File: src/rtl/fetch_stage.sv
// fetch_stage
//   Instruction-fetch stage feeding the IF/ID pipeline register. Owns the PC,
//   issues instruction-memory requests under a req/ready handshake, buffers
//   returned {instruction, next-PC} pairs in a 2-entry queue and drives the
//   IF/ID Instruction_F / NPC_F / disable_IR / kill inputs.
//
// Ports
//   clk, reset         rising-edge clock, asynchronous active-high reset
//   stall              hazard unit hold: IF/ID frozen, queue head not consumed
//   redirect_valid/pc  one-cycle taken branch/jump from ID with its target
//   imem_req/addr      instruction-memory request and address
//   imem_ready/rdata   memory completion (may be same cycle) and data word
//   Instruction_F      queue-head instruction, 0 (NOP) when queue empty
//   NPC_F              queue-head PC+PC_STEP, 0 when queue empty
//   fetch_valid        queue non-empty
//   disable_IR_F       stall passthrough to IF/ID disable_IR
//   kill_F             IF/ID kill: queue empty or redirect this cycle
module fetch_stage #(
    parameter int                     PC_WIDTH = 32,
    parameter logic [PC_WIDTH-1:0]    RESET_PC = '0,
    parameter logic [PC_WIDTH-1:0]    PC_STEP  = {{(PC_WIDTH-1){1'b0}}, 1'b1}
) (
    input  logic                clk,
    input  logic                reset,
    input  logic                stall,
    input  logic                redirect_valid,
    input  logic [PC_WIDTH-1:0] redirect_pc,
    output logic                imem_req,
    output logic [PC_WIDTH-1:0] imem_addr,
    input  logic                imem_ready,
    input  logic [31:0]         imem_rdata,
    output logic [31:0]         Instruction_F,
    output logic [PC_WIDTH-1:0] NPC_F,
    output logic                fetch_valid,
    output logic                disable_IR_F,
    output logic                kill_F
);

    typedef enum logic {
        S_FETCH = 1'b0,
        S_DRAIN = 1'b1
    } state_t;

    state_t              state_q, state_d;
    logic [PC_WIDTH-1:0] pc_q, pc_d;
    logic [PC_WIDTH-1:0] drain_addr_q, drain_addr_d;
    logic [1:0]          count_q, count_d;
    logic                rd_ptr_q, rd_ptr_d;
    logic                wr_ptr_q, wr_ptr_d;

    logic [31:0]         q_instr_q [2];
    logic [31:0]         q_instr_d [2];
    logic [PC_WIDTH-1:0] q_npc_q   [2];
    logic [PC_WIDTH-1:0] q_npc_d   [2];

    logic                push;
    logic                pop;
    logic [PC_WIDTH-1:0] pc_plus;

    assign pc_plus = pc_q + PC_STEP;

    // In DRAIN the request to the abandoned address must be held until the
    // memory completes it; in FETCH a request is only made when there is room,
    // so the queue cannot fill underneath an outstanding request.
    assign imem_req  = !reset && ((state_q == S_DRAIN) || (count_q != 2'd2));
    assign imem_addr = (state_q == S_DRAIN) ? drain_addr_q : pc_q;

    assign fetch_valid   = (count_q != 2'd0);
    assign Instruction_F = fetch_valid ? q_instr_q[rd_ptr_q] : 32'd0;
    assign NPC_F         = fetch_valid ? q_npc_q[rd_ptr_q] : '0;
    assign disable_IR_F  = stall;
    assign kill_F        = !fetch_valid || redirect_valid;

    assign push = (state_q == S_FETCH) && imem_req && imem_ready && !redirect_valid;
    assign pop  = fetch_valid && !stall && !redirect_valid;

    always_comb begin
        state_d      = state_q;
        pc_d         = pc_q;
        drain_addr_d = drain_addr_q;
        count_d      = count_q;
        rd_ptr_d     = rd_ptr_q;
        wr_ptr_d     = wr_ptr_q;
        q_instr_d    = q_instr_q;
        q_npc_d      = q_npc_q;

        if (push) begin
            q_instr_d[wr_ptr_q] = imem_rdata;
            q_npc_d[wr_ptr_q]   = pc_plus;
            wr_ptr_d            = ~wr_ptr_q;
            pc_d                = pc_plus;
        end
        if (pop) begin
            rd_ptr_d = ~rd_ptr_q;
        end
        case ({push, pop})
            2'b10:   count_d = count_q + 2'd1;
            2'b01:   count_d = count_q - 2'd1;
            default: count_d = count_q;
        endcase

        // A redirect flushes regardless of stall. If a FETCH request is still
        // outstanding its response must be swallowed, so remember its address
        // and keep requesting it in DRAIN.
        if (redirect_valid) begin
            count_d  = 2'd0;
            rd_ptr_d = 1'b0;
            wr_ptr_d = 1'b0;
            pc_d     = redirect_pc;
            if ((state_q == S_FETCH) && imem_req && !imem_ready) begin
                drain_addr_d = imem_addr;
                state_d      = S_DRAIN;
            end
        end else if ((state_q == S_DRAIN) && imem_ready) begin
            state_d = S_FETCH;
        end
    end

    always_ff @(posedge clk or posedge reset) begin
        if (reset) begin
            state_q      <= S_FETCH;
            pc_q         <= RESET_PC;
            drain_addr_q <= '0;
            count_q      <= 2'd0;
            rd_ptr_q     <= 1'b0;
            wr_ptr_q     <= 1'b0;
        end else begin
            state_q      <= state_d;
            pc_q         <= pc_d;
            drain_addr_q <= drain_addr_d;
            count_q      <= count_d;
            rd_ptr_q     <= rd_ptr_d;
            wr_ptr_q     <= wr_ptr_d;
        end
    end

    // Queue storage carries no reset; entries are only visible while count>0.
    always_ff @(posedge clk) begin
        q_instr_q <= q_instr_d;
        q_npc_q   <= q_npc_d;
    end

endmodule

File: config.mk
export PLATFORM = sky130hd
export DESIGN_NAME = fetch_stage
export DESIGN_NICKNAME = d
export VERILOG_FILES = /design/src/rtl/fetch_stage.sv
export SDC_FILE = /design/constraint.sdc
export NUM_CORES = 1
export LEC_CHECK = 0
export CORE_MARGIN = 2
export CORE_UTILIZATION = 40
export DETAILED_ROUTE_END_ITERATION = 8
export SETUP_SLACK_MARGIN = 0.3
export SLEW_MARGIN = 20
export SYNTH_ARGS = -nofsm -noshare
export SYNTH_HDL_FRONTEND = slang
export SYNTH_SLANG_ARGS = --single-unit
export TNS_END_PERCENT = 10
File: constraint.sdc
create_clock -name clk -period 7.5 [get_ports clk]
set_clock_uncertainty 0.2 [all_clocks]
set_input_delay 1.125 -clock clk [delete_from_list [all_inputs] [get_ports clk]]
set_output_delay 1.125 -clock clk [all_outputs]
set_load 0.01 [all_outputs]
==> flow_summary.rst, run 1 <==
.. list-table::
   :header-rows: 1

   * - Metric
     - Value
   * - Antenna violations before repair
     - 0
   * - Sinks on Clock Net
     - 197
   * - Most used flip-flop cell after synthesis
     - edfxtp_1
   * - Total via count in the routed design
     - 5631
   * - Post-synthesis net count
     - 764
   * - Kind of end point of the critical path
     - output pin
   * - Post-route antenna net violation count
     - 0
   * - Number of vias per cell
     - 4.97
   * - Unrepaired setup endpoints after global routing
     - no
   * - Clock latency on the worst-skew pair
     - 0.43 ns
   * - Worst-case clock buffer depth
     - 2
   * - Final period utilization
     - 50.8%
   * - Area of the core
     - 22000 µm²
   * - Number of nets in the final layout
     - 911
   * - Vertical die dimension
     - 154 µm
   * - Leak
     - 4.01 nW
   * - Post-CTS clock slew at the launch and capture registers of the worst setup and hold paths
     - 0.07 ns
   * - Maximum number of pins on one net before global-route repair
     - 75
   * - Number of DRC markers in iteration 0
     - 334
   * - Setup Buffers After CTS
     - 0
   * - Drt wl/cell
     - 16.9 µm
   * - WS Path Type
     - input port to output pin
   * - Fin. max-slew vios
     - 0
   * - Path type of the worst min-delay path
     - flop to flop
   * - Maximum operating frequency
     - 263 MHz
   * - Number of instances resized during post-cts repair
     - 0
   * - Total power divided by cell area
     - 241 nW/µm²
   * - Setup TNS
     - 0 ns
   * - Cells along the critical path
     - buf_2, buf_4, nand2b_1, clkdlybuf4s50_1
   * - Outcome
     - complete, no violations
   * - Total congestion overflow after global routing
     - 0
   * - Post-CTS Hold Fix Bufs
     - 0
   * - Worst slew margin
     - 33.2%
   * - Count of TritonRoute iterations in the first routing pass
     - 4
   * - Crit path largest cell delay
     - 0.54 ns
   * - Global-route usage over all layers
     - 16.5%
   * - Maximum capacitance violations
     - 0
   * - Worst Max-Slew Pin Slew
     - 0.994 ns
   * - TritonCTS clock tree
     - done
   * - Drc violations
     - 0
   * - Yosys reg bits
     - 197
   * - Highest fanout seen on the critical path
     - 74
   * - Warning count from the yosys run
     - 0
   * - Minimum hold slack
     - 0.305 ns
   * - Routed wire length
     - 19.2 mm
   * - Final setup violating endpoints
     - 0
   * - Fraction of final layout cells with drive strength greater than 1
     - 13.7%
   * - Post-place instance area
     - 10800 µm²
   * - Number of enable flip-flop cells after synthesis
     - 128
   * - Sequential-to-total area share from yosys stat
     - 62.1%
   * - I/O pin count
     - 169
   * - First-pass GRT wire length
     - 30.7 mm
   * - Buffer and inverter count on the worst path
     - 3
   * - Shortest period the worst path allows
     - 3.81 ns
   * - Gpl congestion
     - 0.786
   * - Synth-to-layout area growth
     - 27.5%
   * - Die width
     - 154 µm
   * - Antenna Cells
     - 0
   * - Per-instance average area after synthesis
     - 12.9 µm²
   * - Die area
     - 23700 µm²
   * - Critical Path RT
     - 6.17 ns
   * - Async set-reset flop share out of synthesis
     - 35.0%
   * - Row count
     - 54
   * - Number of H-tree levels
     - 4
   * - I/O Buffers
     - 168
   * - Critical Path Slowest Stage Cell
     - clkdlybuf4s50_1
   * - Post-synthesis cell area
     - 8980 µm²
   * - Total design power
     - 2.76 mW
   * - Post-Syn Instances
     - 694
   * - Filler Cell Count
     - 1914
   * - Critical path arrival
     - 2.48 ns
   * - Clk Tree Root Cell
     - clkbuf_16
   * - Post-layout instance area
     - 11400 µm²
   * - Count of final hold-check violations
     - 0
   * - Number of global-route vias before repair
     - 5717
   * - Starting Density
     - 40.9%
   * - Type of element launching the critical path
     - input port
   * - Kind of cell adding the most delay to the critical path
     - buffers and inverters
   * - Half-perimeter wire length after placement
     - 12.8 mm
   * - Worst IR Drop VDD
     - 152 µV
   * - Inserted Clock Buffers
     - 17
   * - Count of unique library cells instantiated by Yosys
     - 39
-- cell usage after synthesis (all sizes together) (4+ instances only) --
| cell type | instances | area share [%] |
|---|---|---|
| inv | 6 | 0.25 |
| buf | 30 | 1.8 |
| nand2b | 4 | 0.28 |
| nor2 | 82 | 3.4 |
| mux2 | 61 | 7.7 |
| o21ai | 39 | 2.2 |
| nand3 | 21 | 1.2 |
| xor2 | 33 | 3.2 |
| nand2 | 57 | 2.4 |
| dfrtp | 69 | 19 |
| edfxtp | 128 | 43 |
| and3 | 4 | 0.28 |
| clkbuf | 19 | 0.96 |
| xnor2 | 29 | 2.8 |
| nor3 | 8 | 0.50 |
| nand4 | 19 | 1.7 |
| mux2i | 65 | 7.2 |
-- metrics by stage --
stage / setup WS [ns] / std cells / utilization [%]
floorplan: 0.515 / 694 / -
global placement: 3.70 / 1101 / 49.4
detailed placement: 3.68 / 1101 / 49.4
CTS: 3.53 / 1133 / 52.0
global route: 3.60 / 1134 / 52.1
finish: 3.69 / 1134 / 52.1
-- logic make-up (layout without fill, tap and decap cells) --
family / after synthesis / count (layout) / synth area share, %
adders and majority gates: 1 / 1 / 0.139
AOI/OAI and AO/OA: 44 / 44 / 2.69
xor gates and xnor gates: 62 / 62 / 6.05
and+or+nand+nor: 209 / 209 / 11.2
DFF: 197 / 197 / 62.1
buffers and inverters: 55 / 215 / 2.98
muxes: 126 / 126 / 14.9
-- final cells by class --
type                    instances  area (µm²)  share of cell area, %
clock buffers                  24         517                   4.52
clock inverters                 8        57.6                  0.503
inverters                       6        22.5                  0.197
multi-input cells             442        3160                   27.6
flip-flops and latches        197        5570                   48.7
well taps                     280         350                   3.06
repair buffers                177        1760                   15.4
-- cells in the final DEF, fill, tap and decap left out, types with 3 or more instances in the layout --
master,synthesis,final
and2_1,3,3
and3_1,4,4
and4_1,3,3
buf_4,2,8
clkbuf_1,14,3
clkbuf_16,0,20
clkdlybuf4s50_1,0,167
dfrtp_1,69,68
edfxtp_1,128,128
inv_1,6,5
inv_4,0,3
mux2_2,61,61
mux2i_1,65,65
nand2_1,57,57
nand2b_1,4,4
nand3_1,21,21
nand4_1,15,15
nand4_2,3,3
nor2_1,82,81
nor3_1,7,6
o21ai_0,29,29
o21ai_1,10,10
or2_2,3,3
xnor2_1,29,29
xor2_1,33,33
-- final timing paths --
kind | from | end | slack [ns] | cells after the start
setup / recovery | redirect_valid | kill_F | 3.69 | 4
hold / removal | drain_addr_q[21] | drain_addr_q[21] | 0.31 | 1
setup reg to reg | state_q | q_instr_q[14] | 4.59 | 5
hold reg to reg | drain_addr_q[21] | drain_addr_q[21] | 0.31 | 1
max in group asynchronous | reset | pc_q[29] | 5.14 | 3
min in group asynchronous | reset | drain_addr_q[0] | 0.94 | 2
-- flip-flops by register name, summed over array words and instances, names as in the netlist --
| register | cells |
|---|---|
| count_q | 2 |
| drain_addr_q | 32 |
| state_q | 1 |
| q_instr_q | 64 |
| pc_q | 32 |
| wr_ptr_q | 1 |
| q_npc_q | 64 |
| rd_ptr_q | 1 |
-- per-layer routing --
layer,GRT usage (%),part of all wire [%],up-vias
li1,-,-,2745
met1,24.1,50,2729
met2,25.8,45,141
met3,2.71,3.7,16
met4,4.41,0.97,0
met5,0,0,-
-- report_power, final --
group          switching (mW)  total, mW  internal, mW
Clock                   0.395      0.884         0.489
Sequential             0.0816       1.36          1.28
Combinational           0.213      0.515         0.302
No activity file was read; power rests on OpenSTA's default activity.
==> inputs of run 2 (changes only) <==
- PLACE_DENSITY: not set -> 0.66
- clock period: 7.5 -> 3.09 ns (I/O delays scaled with it)
==> run 2 against run 1 <==
  * Die area unchanged
  * Worst setup slack lost 3.3 ns
  * Clock-buffer cell count rose by 1
  * Hold slack worse by 0.098 ns
  * Clock power increased by 150%
  * Largest cell class unchanged
  * Largest power group unchanged
  * Highest routed layer unchanged
==> flow_summary.rst, run 2 (synthesis results as in run 1) <==
.. list-table::
   :header-rows: 1

   * - Metric
     - Value
   * - Total via count in the routed design
     - 5713
   * - Type of element launching the critical path
     - flop
   * - Kind of end point of the critical path
     - output pin
   * - Critical Path Slowest Stage Cell
     - dfrtp_4
   * - Fin. max-slew vios
     - 0
   * - WS Path Type
     - flop to output pin
   * - Global-route usage over all layers
     - 16.7%
   * - Shortest period the worst path allows
     - 2.69 ns
   * - Drc violations
     - 0
   * - Total congestion overflow after global routing
     - 0
   * - Path type of the worst min-delay path
     - input port to flop
   * - Slack of the critical path
     - 0.403 ns
   * - Post-CTS clock slew at the launch and capture registers of the worst setup and hold paths
     - 0.07 ns
   * - Critical path arrival
     - 2.02 ns
   * - Number of global-route vias before repair
     - 5619
   * - Die area
     - 23700 µm²
   * - Most frequent standard cell in the layout excluding fill and tap cells
     - clkdlybuf4s50_1
   * - Internal power contribution
     - 5.10 mW
   * - Net Sw Power
     - 1.64 mW
   * - Minimum setup slack after placement
     - 0.527 ns
   * - Die width
     - 154 µm
   * - Area of the core
     - 22000 µm²
   * - Number of H-tree levels
     - 4
   * - Final setup violating endpoints
     - 0
   * - Antenna Cells
     - 0
   * - Worst-case clock buffer depth
     - 2
   * - I/O Buffers
     - 168
   * - Count of final hold-check violations
     - 0
   * - Cells along the critical path
     - buf_4, mux2i_1, nor2_1, clkdlybuf4s50_1
   * - Maximum operating frequency
     - 372 MHz
   * - Setup TNS
     - 0 ns
   * - Worst slew margin
     - 45.8%
   * - Gpl congestion
     - 0.767
   * - Critical Path RT
     - 2.43 ns
   * - Post-place instance area
     - 11000 µm²
   * - Antenna violations before repair
     - 0
   * - Clock network fraction of design power
     - 32.2%
   * - Leak
     - 4.12 nW
   * - Crit path largest cell delay
     - 0.59 ns
   * - Outcome
     - complete, no violations
   * - Part of the power in combinational logic
     - 19.0%
   * - Row count
     - 54
   * - Starting Density
     - 40.9%
   * - Final period utilization
     - 86.9%
   * - Leading cell types in the layout, fill and taps excluded
     - clkdlybuf4s50_1, edfxtp_1, nor2_1
   * - Inserted Clock Buffers
     - 17
   * - Number of DRC markers in iteration 0
     - 312
   * - Highest fanout seen on the critical path
     - 12
   * - Post-layout instance area
     - 11600 µm²
   * - First-pass GRT wire length
     - 30.5 mm
   * - I/O pin count
     - 169
   * - Maximum capacitance violations
     - 0
   * - Sequential fraction of design power
     - 48.8%
   * - Total power divided by cell area
     - 579 nW/µm²
   * - Unrepaired setup endpoints after global routing
     - yes
   * - Routed wire length
     - 19.2 mm
   * - Worst IR Drop VDD
     - 312 µV
   * - Fraction of final layout cells with drive strength greater than 1
     - 15.1%
   * - Util after Layout
     - 53.0%
   * - Clock latency on the worst-skew pair
     - 0.43 ns
   * - Drt wl/cell
     - 16.7 µm
   * - Sinks on Clock Net
     - 197
   * - Maximum number of pins on one net before global-route repair
     - 68
   * - Synth-to-layout area growth
     - 29.7%
   * - Vertical die dimension
     - 154 µm
   * - Half-perimeter wire length after placement
     - 13.1 mm
   * - Fraction of power spent switching nets
     - 24.3%
   * - Number of vias per cell
     - 4.98
   * - Registers with the most flip-flops
     - q_instr_q x64, q_npc_q x64
   * - Total design power
     - 6.74 mW
   * - Count of TritonRoute iterations in the first routing pass
     - 5
   * - Post-route antenna net violation count
     - 0
   * - Clk Tree Root Cell
     - clkbuf_16
   * - Worst Max-Slew Pin Slew
     - 0.812 ns
   * - Number of nets in the final layout
     - 925
   * - TritonCTS clock tree
     - done
==> run 2: cell count changes in the layout (fill, tap and decap cells not counted), sizes merged <==
cell	delta
dlymetal6s2s	+1
inv	-4
clkbuf	+1
clkdlybuf4s50	-1
bufinv	+2
clkinvlp	+1
buf	+14
==> run 2: through the flow <==
stage | cells | hold slack [ns]
global placement | 1113 | 0.280
detailed placement | 1113 | 0.287
finish | 1148 | 0.207
floorplan | 694 | 0.274
global route | 1148 | 0.240
CTS | 1148 | 0.200
==> run 2: critical path: cells and delay by family, from the launching register on <==
family        cells  cell delay [ns]
flops             1             0.59
mux               1             0.12
buf+inv           2             0.78
simple gates      1             0.10
==> run 2: path summary, 6_finish.rpt <==
| path | end | depth (start not counted) | from | slack (ns) |
|---|---|---|---|---|
| max | NPC_F[25] | 4 | rd_ptr_q | 0.40 |
| min | state_q | 3 | redirect_valid | 0.21 |
| max reg2reg | q_npc_q[46] | 5 | pc_q[1] | 0.67 |
| min reg2reg | drain_addr_q[12] | 1 | drain_addr_q[12] | 0.30 |
| max in group asynchronous | pc_q[29] | 3 | reset | 1.54 |
| min in group asynchronous | drain_addr_q[0] | 2 | reset | 0.46 |
==> run 2: power by group through the flow <==
stage | Sequential [mW] | Combinational (mW) | Clock (mW)
detailed placement | 3.35 | 1.28 | 0
global route | 3.33 | 1.39 | 2.34
finish | 3.29 | 1.28 | 2.17
floorplan | 3.27 | 0.763 | 0
global placement | 3.33 | 1.27 | 0
CTS | 3.29 | 1.30 | 2.23
==> run 2: metal layers <==
layer | vias up | global-route usage, % | wire length [µm]
li1 | 2790 | - | -
met1 | 2755 | 23.7 | 9190
met2 | 140 | 25.4 | 8730
met3 | 28 | 3.04 | 740
met4 | 0 | 6.90 | 495
met5 | - | 0 | 0
==> run 2: area by class of cell <==
| type | count | area, µm² |
|---|---|---|
| fill | 1882 | 10300 |
| sequential | 197 | 5570 |
| multi-input combinational | 442 | 3190 |
| timing repair buffer | 191 | 1930 |
| clock buffer | 25 | 475 |
| tap | 280 | 350 |
| clock inverter | 7 | 97.6 |
| inverter | 6 | 22.5 |
==> run 2: repair_timing <==
item,in CTS,in global routing
gates resized for setup,0,1
cloned,0,0
buffers inserted,3,0
hold buffers,0,0
endpoints found under the setup margin,40,6
==> inputs of run 3 (changes only) <==
- MAX_ROUTING_LAYER: not set -> met4
==> run 3 against run 2 <==
  * Final area unchanged
  * Non-clock buffer count unchanged
  * Via count grew 0.26%
  * Fmax is essentially flat
  * Total power about the same
  * Combinational power about the same
  * Critical path depth unchanged
  * First-iteration DRC count grew 8.7%
  * Sequential power about the same
  * Sequential cell count is the same
  * Cell count stayed put
  * Critical path type unchanged
  * Largest power group unchanged
==> flow_summary.rst, run 3 (synthesis results as in run 1) <==
.. list-table::
   :header-rows: 1

   * - Metric
     - Value
   * - Outcome
     - complete, no violations
   * - Kind of end point of the critical path
     - output pin
   * - Number of H-tree levels
     - 4
   * - Critical path arrival
     - 2.02 ns
   * - Number of global-route vias before repair
     - 5604
   * - Path type of the worst min-delay path
     - input port to flop
   * - Total via count in the routed design
     - 5728
   * - First-pass GRT wire length
     - 30.5 mm
   * - Die area
     - 23700 µm²
   * - Min-delay src
     - redirect_valid
   * - Worst Max-Slew Pin Slew
     - 0.817 ns
   * - Total power divided by cell area
     - 579 nW/µm²
   * - Filler Cell Count
     - 1882
   * - Type of element launching the critical path
     - flop
   * - Fraction of final layout cells with drive strength greater than 1
     - 15.1%
   * - Starting Density
     - 40.9%
   * - Post-route antenna net violation count
     - 0
   * - Leading cell types in the layout, fill and taps excluded
     - clkdlybuf4s50_1, edfxtp_1, nor2_1
   * - Row count
     - 54
   * - Drt wl/cell
     - 16.7 µm
   * - Synth-to-layout area growth
     - 29.7%
   * - Inserted Clock Buffers
     - 17
   * - Launch point of the critical path
     - rd_ptr_q
   * - Maximum number of pins on one net before global-route repair
     - 68
   * - Post-CTS clock slew at the launch and capture registers of the worst setup and hold paths
     - 0.07 ns
   * - Critical Path RT
     - 2.43 ns
   * - Most frequent standard cell in the layout excluding fill and tap cells
     - clkdlybuf4s50_1
   * - Die width
     - 154 µm
   * - Number of vias per cell
     - 4.99
   * - Util after Layout
     - 53.0%
   * - Sinks on Clock Net
     - 197
   * - Unrepaired setup endpoints after global routing
     - yes
   * - Antenna Cells
     - 0
   * - Maximum capacitance violations
     - 0
   * - Setup TNS
     - 0 ns
   * - Number of DRC markers in iteration 0
     - 339
   * - Worst slew margin
     - 45.5%
   * - RR Startpoint
     - pc_q[1]
   * - Minimum setup slack after placement
     - 0.527 ns
   * - WS Path Type
     - flop to output pin
   * - Drc violations
     - 0
   * - Count of final hold-check violations
     - 0
   * - Slack of the critical path
     - 0.404 ns
   * - Antenna violations before repair
     - 0
   * - TritonCTS clock tree
     - done
   * - Leak
     - 4.12 nW
   * - Routed wire length
     - 19.2 mm
   * - Final setup violating endpoints
     - 0
   * - Area of the core
     - 22000 µm²
   * - Number of nets in the final layout
     - 925
   * - Count of TritonRoute iterations in the first routing pass
     - 4
   * - Vertical die dimension
     - 154 µm
   * - Worst IR Drop VDD
     - 312 µV
   * - Half-perimeter wire length after placement
     - 13.1 mm
   * - Clk Tree Root Cell
     - clkbuf_16
   * - Fin. max-slew vios
     - 0
   * - I/O pin count
     - 169
   * - Highest fanout seen on the critical path
     - 12
   * - Global-route usage over all layers
     - 17.2%
   * - Maximum operating frequency
     - 372 MHz
   * - Shortest period the worst path allows
     - 2.69 ns
   * - Worst-case clock buffer depth
     - 2
   * - Gpl congestion
     - 0.777
   * - Registers with the most flip-flops
     - q_instr_q x64, q_npc_q x64
   * - Clock latency on the worst-skew pair
     - 0.43 ns
   * - I/O Buffers
     - 168
   * - Final period utilization
     - 86.9%
   * - Total congestion overflow after global routing
     - 0
[run 3: final timing paths]
check / to / slack [ns] / cells after the start
worst max-delay path: NPC_F[25] / 0.40 / 4
worst min-delay path: state_q / 0.21 / 3
worst max register to register: q_npc_q[14] / 0.70 / 5
worst min register to register: drain_addr_q[12] / 0.30 / 1
max in group asynchronous: pc_q[29] / 1.54 / 3
min in group asynchronous: drain_addr_q[2] / 0.46 / 2
[run 3: final cells by class]
type / instances / area [µm²] / area share [%]
clock buffer: 25 / 475 / 4.08
tap: 280 / 350 / 3.01
timing repair buffer: 191 / 1930 / 16.6
clock inverter: 7 / 97.6 / 0.838
inverter: 6 / 22.5 / 0.193
sequential: 197 / 5570 / 47.9
multi-input combinational: 442 / 3190 / 27.4
[run 3: metrics by stage]
step | instances | total power, mW | hold WS, ns | area, µm²
3_5_place_dp | 1113 | 4.63 | 0.287 | 11000
2_1_floorplan | 694 | 4.03 | 0.274 | 9050
5_1_grt | 1148 | 7.05 | 0.240 | 11600
4_1_cts | 1148 | 6.82 | 0.200 | 11600
6_report | 1148 | 6.74 | 0.207 | 11600
3_3_place_gp | 1113 | 4.60 | 0.280 | 11000
[run 3: routing by layer]
metal	wire length, µm	GRT usage, %
met2	8720	25.3
met4	470	6.90
met1	9330	24.0
met5	0	-
met3	680	2.79
[run 3: worst max-delay path, cell delays in order, from the launching register on]
cell	delay, ns
dfrtp_4	0.59
buf_4	0.22
mux2i_1	0.12
nor2_1	0.10
clkdlybuf4s50_1	0.56
[run 3: power breakdown]
part           leakage (nW)  internal (mW)  switching (mW)
registers              2.01           3.11           0.180
clock network         0.272           1.24           0.931
logic                  1.83          0.751           0.527
[run 3: repair_timing]
item,CTS,global route
cloned,0,0
resized for setup,0,1
setup buffers,3,0
setup endpoints to repair,40,6
hold buffers,0,0
